==> src/rtl/ha_counter.sv <==
// WIDTH-bit synchronous up-counter built from gate-library cells: a half_adder
// ripple chain forms the incrementer, a NAND mux picks load/increment, and DFF cells hold the count.

module and_gate (
  input  logic a,
  input  logic b,
  output logic y
);
  assign y = a & b;
endmodule

module nand_gate (
  input  logic a,
  input  logic b,
  output logic y
);
  assign y = ~(a & b);
endmodule

module not_gate (
  input  logic a,
  output logic y
);
  assign y = ~a;
endmodule

// Sum is the classic four-NAND XOR; carry is a plain AND.
module half_adder (
  input  logic a,
  input  logic b,
  output logic s,
  output logic c_out
);
  logic n_ab;
  logic n_a;
  logic n_b;

  nand_gate u_nand_ab (.a(a),    .b(b),    .y(n_ab));
  nand_gate u_nand_a  (.a(a),    .b(n_ab), .y(n_a));
  nand_gate u_nand_b  (.a(b),    .b(n_ab), .y(n_b));
  nand_gate u_nand_s  (.a(n_a),  .b(n_b),  .y(s));

  and_gate  u_and_c   (.a(a),    .b(b),    .y(c_out));
endmodule

// Plain D flip-flop; any reset is folded into d by the caller.
module dff_cell (
  input  logic clk,
  input  logic d,
  output logic q
);
  always_ff @(posedge clk) begin
    q <= d;
  end
endmodule

module ha_counter #(
  parameter int WIDTH = 4
) (
  input  logic             clk,
  input  logic             rst,
  input  logic             en,
  input  logic             load,
  input  logic [WIDTH-1:0] load_val,
  output logic [WIDTH-1:0] count,
  output logic             tc,
  output logic             ovf
);

  logic [WIDTH:0]   c;
  logic [WIDTH-1:0] inc;
  logic [WIDTH-1:0] load_inv;
  logic [WIDTH-1:0] m_load;
  logic [WIDTH-1:0] m_inc;
  logic [WIDTH-1:0] nxt;
  logic [WIDTH-1:0] d;
  logic             rst_n;
  logic             load_n;

  // Carry-in is en itself, so with en=0 the chain passes count straight through (hold).
  assign c[0] = en;

  not_gate u_rst_inv  (.a(rst),  .y(rst_n));
  not_gate u_load_inv (.a(load), .y(load_n));

  for (genvar i = 0; i < WIDTH; i++) begin : g_bit
    half_adder u_ha (
      .a     (count[i]),
      .b     (c[i]),
      .s     (inc[i]),
      .c_out (c[i+1])
    );

    // nxt = load ? load_val : inc, as a 4-NAND 2:1 mux.
    nand_gate u_mux_sel (.a(load),        .b(load),        .y(load_inv[i]));
    nand_gate u_mux_a   (.a(load_val[i]), .b(load),        .y(m_load[i]));
    nand_gate u_mux_b   (.a(inc[i]),      .b(load_inv[i]), .y(m_inc[i]));
    nand_gate u_mux_o   (.a(m_load[i]),   .b(m_inc[i]),    .y(nxt[i]));

    and_gate  u_rst_gate (.a(nxt[i]), .b(rst_n), .y(d[i]));

    dff_cell  u_dff (.clk(clk), .d(d[i]), .q(count[i]));
  end

  // Ripple carry-out already includes en, so it is exactly the terminal-count flag.
  assign tc = c[WIDTH];

  logic ovf_set;
  logic ovf_n;
  logic ovf_set_n;
  logic ovf_nxt;
  logic ovf_d;

  // A load on the wrap edge suppresses the increment, so it must not set ovf either.
  and_gate  u_ovf_set   (.a(tc),      .b(load_n),    .y(ovf_set));
  not_gate  u_ovf_inv   (.a(ovf),     .y(ovf_n));
  not_gate  u_set_inv   (.a(ovf_set), .y(ovf_set_n));
  nand_gate u_ovf_or    (.a(ovf_n),   .b(ovf_set_n), .y(ovf_nxt));
  and_gate  u_ovf_rst   (.a(ovf_nxt), .b(rst_n),     .y(ovf_d));
  dff_cell  u_ovf_dff   (.clk(clk),   .d(ovf_d),     .q(ovf));

endmodule

==> config.mk <==
export PLATFORM = sky130hd
export DESIGN_NAME = ha_counter
export DESIGN_NICKNAME = d
export VERILOG_FILES = /design/src/rtl/ha_counter.sv
export SDC_FILE = /design/constraint.sdc
export NUM_CORES = 1
export LEC_CHECK = 0
export ABC_AREA = 1
export CAP_MARGIN = 20
export CORE_AREA = 2 2 39 41
export CTS_BUF_LIST = sky130_fd_sc_hd__clkbuf_4
export DETAILED_ROUTE_END_ITERATION = 6
export DIE_AREA = 0 0 41 43
export MAX_ROUTING_LAYER = met4
export PLACE_DENSITY = 0.45
export SYNTH_ARGS = -nofsm -noshare
export SYNTH_HDL_FRONTEND = slang
export SYNTH_SLANG_ARGS = --single-unit
export TNS_END_PERCENT = 50
==> constraint.sdc <==
create_clock -name clk -period 3.69 [get_ports clk]
set_input_delay 0.9225 -clock clk [delete_from_list [all_inputs] [get_ports clk]]
set_output_delay 0.9225 -clock clk [all_outputs]
set_load 0.02 [all_outputs]
After elaboration in Yosys (flattened, before gate mapping)
Cells that the tools add are included.
{ "totals": {"regBits": 5} }
{ "classes": {"bitwise_logic": 68} }
{ "op_table": {"columns": ["op", "count"], "rows": [
  ["bitwise AND 1 bit", 35],
  ["NOT 1 bit", 33]
]} }

Depth between registers and ports, before layout
Gate-level depths: netlist of the first run.
{ "logic_depth": {"ltp_word": 14, "ltp_mapped": 6} }

Modules after synthesis
A second synthesis of the first run with hierarchy kept.
{ "unflattened": {"cells_unflattened": 62, "hier_area_um2": 314.1} }
{ "modules_own_cells": {"columns": ["module", "n_inst", "cells_each", "area_each_um2", "seq_area_each_um2"], "rows": [
  ["nand_gate", 33, 1, 3.8, 0.0],
  ["dff_cell", 5, 1, 20.0, 20.0],
  ["and_gate", 10, 2, 7.5, 0.0],
  ["not_gate", 4, 1, 3.8, 0.0]
]} }

Worst setup path before layout of the first run
OpenSTA, ideal clock, no wires.
{ "synth_path": {"kind": "input to output", "from": "in en", "to": "out tc", "t_arrival_ns": 1.705, "required_time_ns": 2.768, "path_slack_ns": 1.062, "path_stages": 4, "cell_sequence": "ha_1 ha_1 ha_1 ha_1"} }
{ "synth_via": {"elab_chain_cells": 4} }
{ "synth_lines": {"columns": ["item", "line_no", "source"], "rows": [
  ["start: declaration", "62", "input logic en,"],
  ["bitwise AND 1 bit (4 in a row)", "9", "assign y = a & b;"],
  ["end: declaration", "66", "output logic tc,"]
]} }
No other way between the ends.

Worst setup path after layout of the first run
Same ends and word-level chain as after synthesis.

==> qor.yml, run 1 <==
outcome: "finished, final reports clean"
grt_max_degree: 6
crit_path_start_kind: "input port"
num_vias: 216
setup_viol: 0
via_per_inst: 3.66
multi_input_area_um2: 115
globalplace.congestion: 0.683
antenna_found_initial: 0
hold_class: "register to register"
clock_skew_ns: 0.000843
ys_warn_count: 0
max_slew_margin: 0.846
routedWlPerCell_um: 8.76
drt_iter0_drc: 2
cts_tree: "yes"
cts.htree.levels: 1
vdd_drop_max_mv: 0.0909
cpLargestDelayFamily: "buffers and inverters"
diodes: 0
crit_chain: "clkdlybuf4s50_1 > ha_1 > ha_1 > ha_1 > ha_1 > clkdlybuf4s50_1"
dieHeight_um: 43
insertion_delay_ns: 0.24
worst-path-buf-inv: 2
start_util: 0.185
n_fill_cell: 151
hold_buffers: 0
p_leak_nw: 0.181
clock_sinks: 5
rows: 14
route.detailed.drc: 0
slew_viol_final: 0
area_growth_pct: 58.5
synth_commonest_cells: "nor2_1, dfxtp_1, buf_4, ha_1, o21ai_0"
fin_area_um2: 407
cpPeakStageDelay_ns: 0.54
firstDrtPassIters: 4
crit_arrival_ns: 2.66
crit_path_end_kind: "output port"
syn_nets: 42
die_area_um2: 1760
cap_violations: 0
cts_buffer_depth: 2
synth_edf_count: 0
timing.final.crit_share: 0.972
wl_um: 517
nets: 56
yosysTopAreaCell: "dfxtp_1"
r2r_cells: 6
hpwl_um: 401
synth_top_area_share: 0.390
fmax_ghz: 0.279
utilization: 0.294
port_buffers: 13
synth-main-ff-cell: "dfxtp_1"
finalCriticalPeriod_ns: 3.59
synth_cell_types: 9
grt_pass1_vias: 190
seqCellArea_um2: 100
p_per_area_nw_per_um2: 387
worst_slew_pin_slew_ns: 0.230
worstHoldPathCells: 2
ios: 14
synthArstFlopShare: 0
synth_area_leaders: "dfxtp_1, ha_1, buf_4"
path_class: "input port to output port"
hold_viol: 0
avgSynthCellArea_um2: 8.55
core_um2: 1380
syn_inst: 30
path_max_fanout: 2
grt-ovfl-total: 0
path_depth: 6
root_buffer: "clkbuf_4"
synth-seq-cells: 5
grt_pass1_wl_um: 779
synth_area_um2: 256
place_area_um2: 377
path_clk_slew_ns: 0.04
drtAntennaViolNets: 0
holdWs_ns: 0.460
drive_above_1_share: 0.163
worst_path_max_delay_cell: "clkdlybuf4s50_1"
track_usage: 0.0743
postCtsSetupRepairBufs: 0
tns_ns: 0
yosysSeqAreaShare: 0.390
cts_resized: 0
yosysMostFrequentCell: "nor2_1"
cts_buffers: 3
die_x_um: 41
crit_required_ns: 2.77
rsz0062_at_grt: "false"
cpMostUsedCell: "ha_1"
-- state kept, by name (all words and copies together), names as in the netlist --
name and cells:
g_bit.u_dff.q 4, u_ovf_dff.q 1
-- cell usage in the layout (no fill, tap or decap) --
cell type / netlist / final
a21oi_2: 1 / 1
dfxtp_1: 5 / 5
nor2_1: 8 / 8
clkbuf_4: 0 / 4
ha_1: 4 / 4
nand2_2: 1 / 1
inv_1: 2 / 2
o21ai_0: 4 / 4
inv_2: 1 / 1
clkdlybuf4s50_1: 0 / 13
-- logic make-up after synthesis --
group,count (synthesis),synth area share
AO/OA/AOI/OAI,5,0.112
adder cells (fa/ha/maj),4,0.195
buffers and inverters,7,0.161
flip-flops,5,0.390
AND/OR/NAND/NOR,9,0.141
-- final cells by class --
type,instances,share of cell area
clock buffer,4,0.0738
inverter,3,0.0277
multi-input combinational,18,0.283
sequential,5,0.246
tap,16,0.0492
timing repair buffer,13,0.320
-- worst reg2reg max path: cells and delay by family, from the launching register on --
family / cells / cell delay (ns)
compound gates: 1 / 0.15
flops: 1 / 0.30
simple gates: 1 / 0.05
fa+ha+maj: 4 / 0.82
-- final timing paths --
check	from	endpoint	slack (ns)
max	en	tc	0.10
min	u_ovf_dff.q	u_ovf_dff.q	0.46
max reg2reg	g_bit[0].u_dff.q	g_bit[3].u_dff.q	2.25
min reg2reg	u_ovf_dff.q	u_ovf_dff.q	0.46
-- where the power goes --
group | internal [mW] | switching [mW] | total, mW
Clock | 0.0482 | 0.0222 | 0.0704
Combinational | 0.0154 | 0.0123 | 0.0277
Sequential | 0.0577 | 0.00167 | 0.0594
Total | 0.121 | 0.0362 | 0.158
-- per-stage QoR --
step / power (mW) / cells / setup WS [ns]
finish: 0.158 / 59 / 0.104
global route: 0.166 / 59 / 0.0368
CTS: 0.161 / 59 / 0.0987
detailed placement: 0.0883 / 55 / 0.105
global placement: 0.0884 / 55 / 0.0937
floorplan: 0.0761 / 30 / 1.06
-- layer usage --
layer	vias to the layer above	track usage	wire, um
li1	121	-	-
met1	87	0.0974	236
met2	6	0.0750	246
met3	2	0.0314	20
met4	0	0.0800	14
met5	-	-	0
Power figures use the tool's default switching activity.
==> run 2, diff against run 1 <==
==> constraint.sdc (replaced) <==
create_clock -name clk -period 3.69 [get_ports clk]
set_input_delay 0.369 -clock clk [delete_from_list [all_inputs] [get_ports clk]]
set_output_delay 0.369 -clock clk [all_outputs]
set_load 0.02 [all_outputs]
==> run 2 against run 1 <==
Net effect: sequential cell count did not move; worst setup slack improved by 1.1 ns; combinational power about the same; cell area is the same; final cell count did not move; worst hold slack better by 0.0022 ns; sequential share of layout area did not move; register-to-register slack better by 0.02 ns; global-route usage rose by 0.29 points; critical endpoint unchanged; largest cell class unchanged; highest routed layer is now met3.
==> qor.yml, run 2 (synthesis gave the netlist of run 1 again) <==
cpMostUsedCell: "ha_1"
vdd_drop_max_mv: 0.0917
path_clk_slew_ns: 0.04
route.detailed.drc: 0
cts_resized: 0
cts.htree.levels: 1
reg2reg_from: "g_bit[0].u_dff.q"
num_vias: 222
path_class: "input port to output port"
slew_viol_final: 0
tns_ns: 0
drive_above_1_share: 0.163
ios: 14
core_um2: 1380
clock_sinks: 5
cts_buffer_depth: 2
hold_viol: 0
path_max_fanout: 2
crit_path_start_kind: "input port"
layout_commonest_cell: "clkdlybuf4s50_1"
cts_buffers: 3
min_delay_worst_endpoint: "u_ovf_dff.q"
setup_viol: 0
rr_endpoint: "g_bit[3].u_dff.q"
multi_input_area_um2: 115
worstHoldPathCells: 2
cts_tree: "yes"
clock_skew_ns: 0.00438
max_slew_margin: 0.855
nets: 56
dieHeight_um: 43
hold_buffers: 0
crit_arrival_ns: 2.08
drt_iter0_drc: 4
r2r_cells: 6
timing.final.crit_share: 0.665
via_per_inst: 3.76
grt_pass1_vias: 208
worst_path_max_delay_cell: "clkdlybuf4s50_1"
rrSetupSlack_ns: 2.27
port_buffers: 13
wl_um: 512
hpwl_um: 429
cpLargestDelayFamily: "buffers and inverters"
p_per_area_nw_per_um2: 386
grt_pass1_wl_um: 841
track_usage: 0.0772
crit_required_ns: 3.32
cap_violations: 0
crit_path_end_kind: "output port"
rsz0062_at_grt: "false"
diodes: 0
die_x_um: 41
final_cell_mix: "clkdlybuf4s50_1, nor2_1, dfxtp_1"
cpPeakStageDelay_ns: 0.54
utilization: 0.294
worst-path-buf-inv: 2
insertion_delay_ns: 0.24
fmax_ghz: 0.408
globalplace.congestion: 0.684
drtAntennaViolNets: 0
rows: 14
antenna_found_initial: 0
firstDrtPassIters: 4
grt-ovfl-total: 0
reg_top3: "g_bit.u_dff.q x4, u_ovf_dff.q x1"
crit_chain: "clkdlybuf4s50_1 > ha_1 > ha_1 > ha_1 > ha_1 > clkdlybuf4s50_1"
start_util: 0.185
routedWlPerCell_um: 8.68
hp-start: "u_ovf_dff.q"
finalCriticalPeriod_ns: 2.45
hold_class: "register to register"
grt_max_degree: 6
regMostFlops: "g_bit.u_dff.q"
postCtsSetupRepairBufs: 0
largest_reg_flops: 4
seqCellArea_um2: 100
root_buffer: "clkbuf_4"
p_leak_nw: 0.181
n_fill_cell: 149
outcome: "finished, final reports clean"
area_growth_pct: 58.5
worst_slew_pin_slew_ns: 0.217
die_area_um2: 1760
run 2: cell counts in the layout (fill, tap and decap cells not counted):
No cell type changed its count.
run 2: stage by stage:
| step | setup WS, ns | area, um^2 | hold WS, ns | cells | total power [mW] |
|---|---|---|---|---|---|
| 2_1_floorplan | 2.17 | 256 | 0.431 | 30 | 0.0761 |
| 3_3_place_gp | 1.23 | 377 | 0.453 | 55 | 0.0884 |
| 3_5_place_dp | 1.23 | 377 | 0.458 | 55 | 0.0885 |
| 4_1_cts | 1.22 | 407 | 0.465 | 59 | 0.161 |
| 5_1_grt | 1.17 | 407 | 0.476 | 59 | 0.166 |
| 6_report | 1.24 | 407 | 0.462 | 59 | 0.157 |
run 2: power by group:
| part | switching [mW] | internal (mW) | leakage (nW) |
|---|---|---|---|
| clock | 0.0216 | 0.0482 | 0.0184 |
| combinational | 0.0120 | 0.0154 | 0.122 |
| sequential | 0.00194 | 0.0577 | 0.0414 |
run 2: worst max path at each step:
stage,startpoint,end,slack (ns),cells past startpoint
final,en,tc,1.24,6
after floorplan,en,tc,2.17,4
after detailed placement,en,tc,1.23,6
after CTS,en,tc,1.22,6
after global placement,en,tc,1.23,6
after global routing,en,tc,1.17,6
run 2: tightest hold or removal path, stage by stage (launching register included):
cell	delay [ns]
dfxtp_1	0.30
inv_1	0.06
a21oi_2	0.05
run 2: per-layer routing:
metal | track usage | vias up | wire (um)
met4 | 0.0800 | 0 | 0
met1 | 0.0804 | 98 | 197
met3 | 0.0314 | 0 | 26
li1 | - | 118 | -
met5 | - | - | 0
met2 | 0.100 | 6 | 288
run 2: layout make-up:
class                      count  area share
multi-input combinational     18       0.283
sequential                     5       0.246
timing repair buffer          13       0.320
clock buffer                   4      0.0738
inverter                       3      0.0277
tap                           16      0.0492
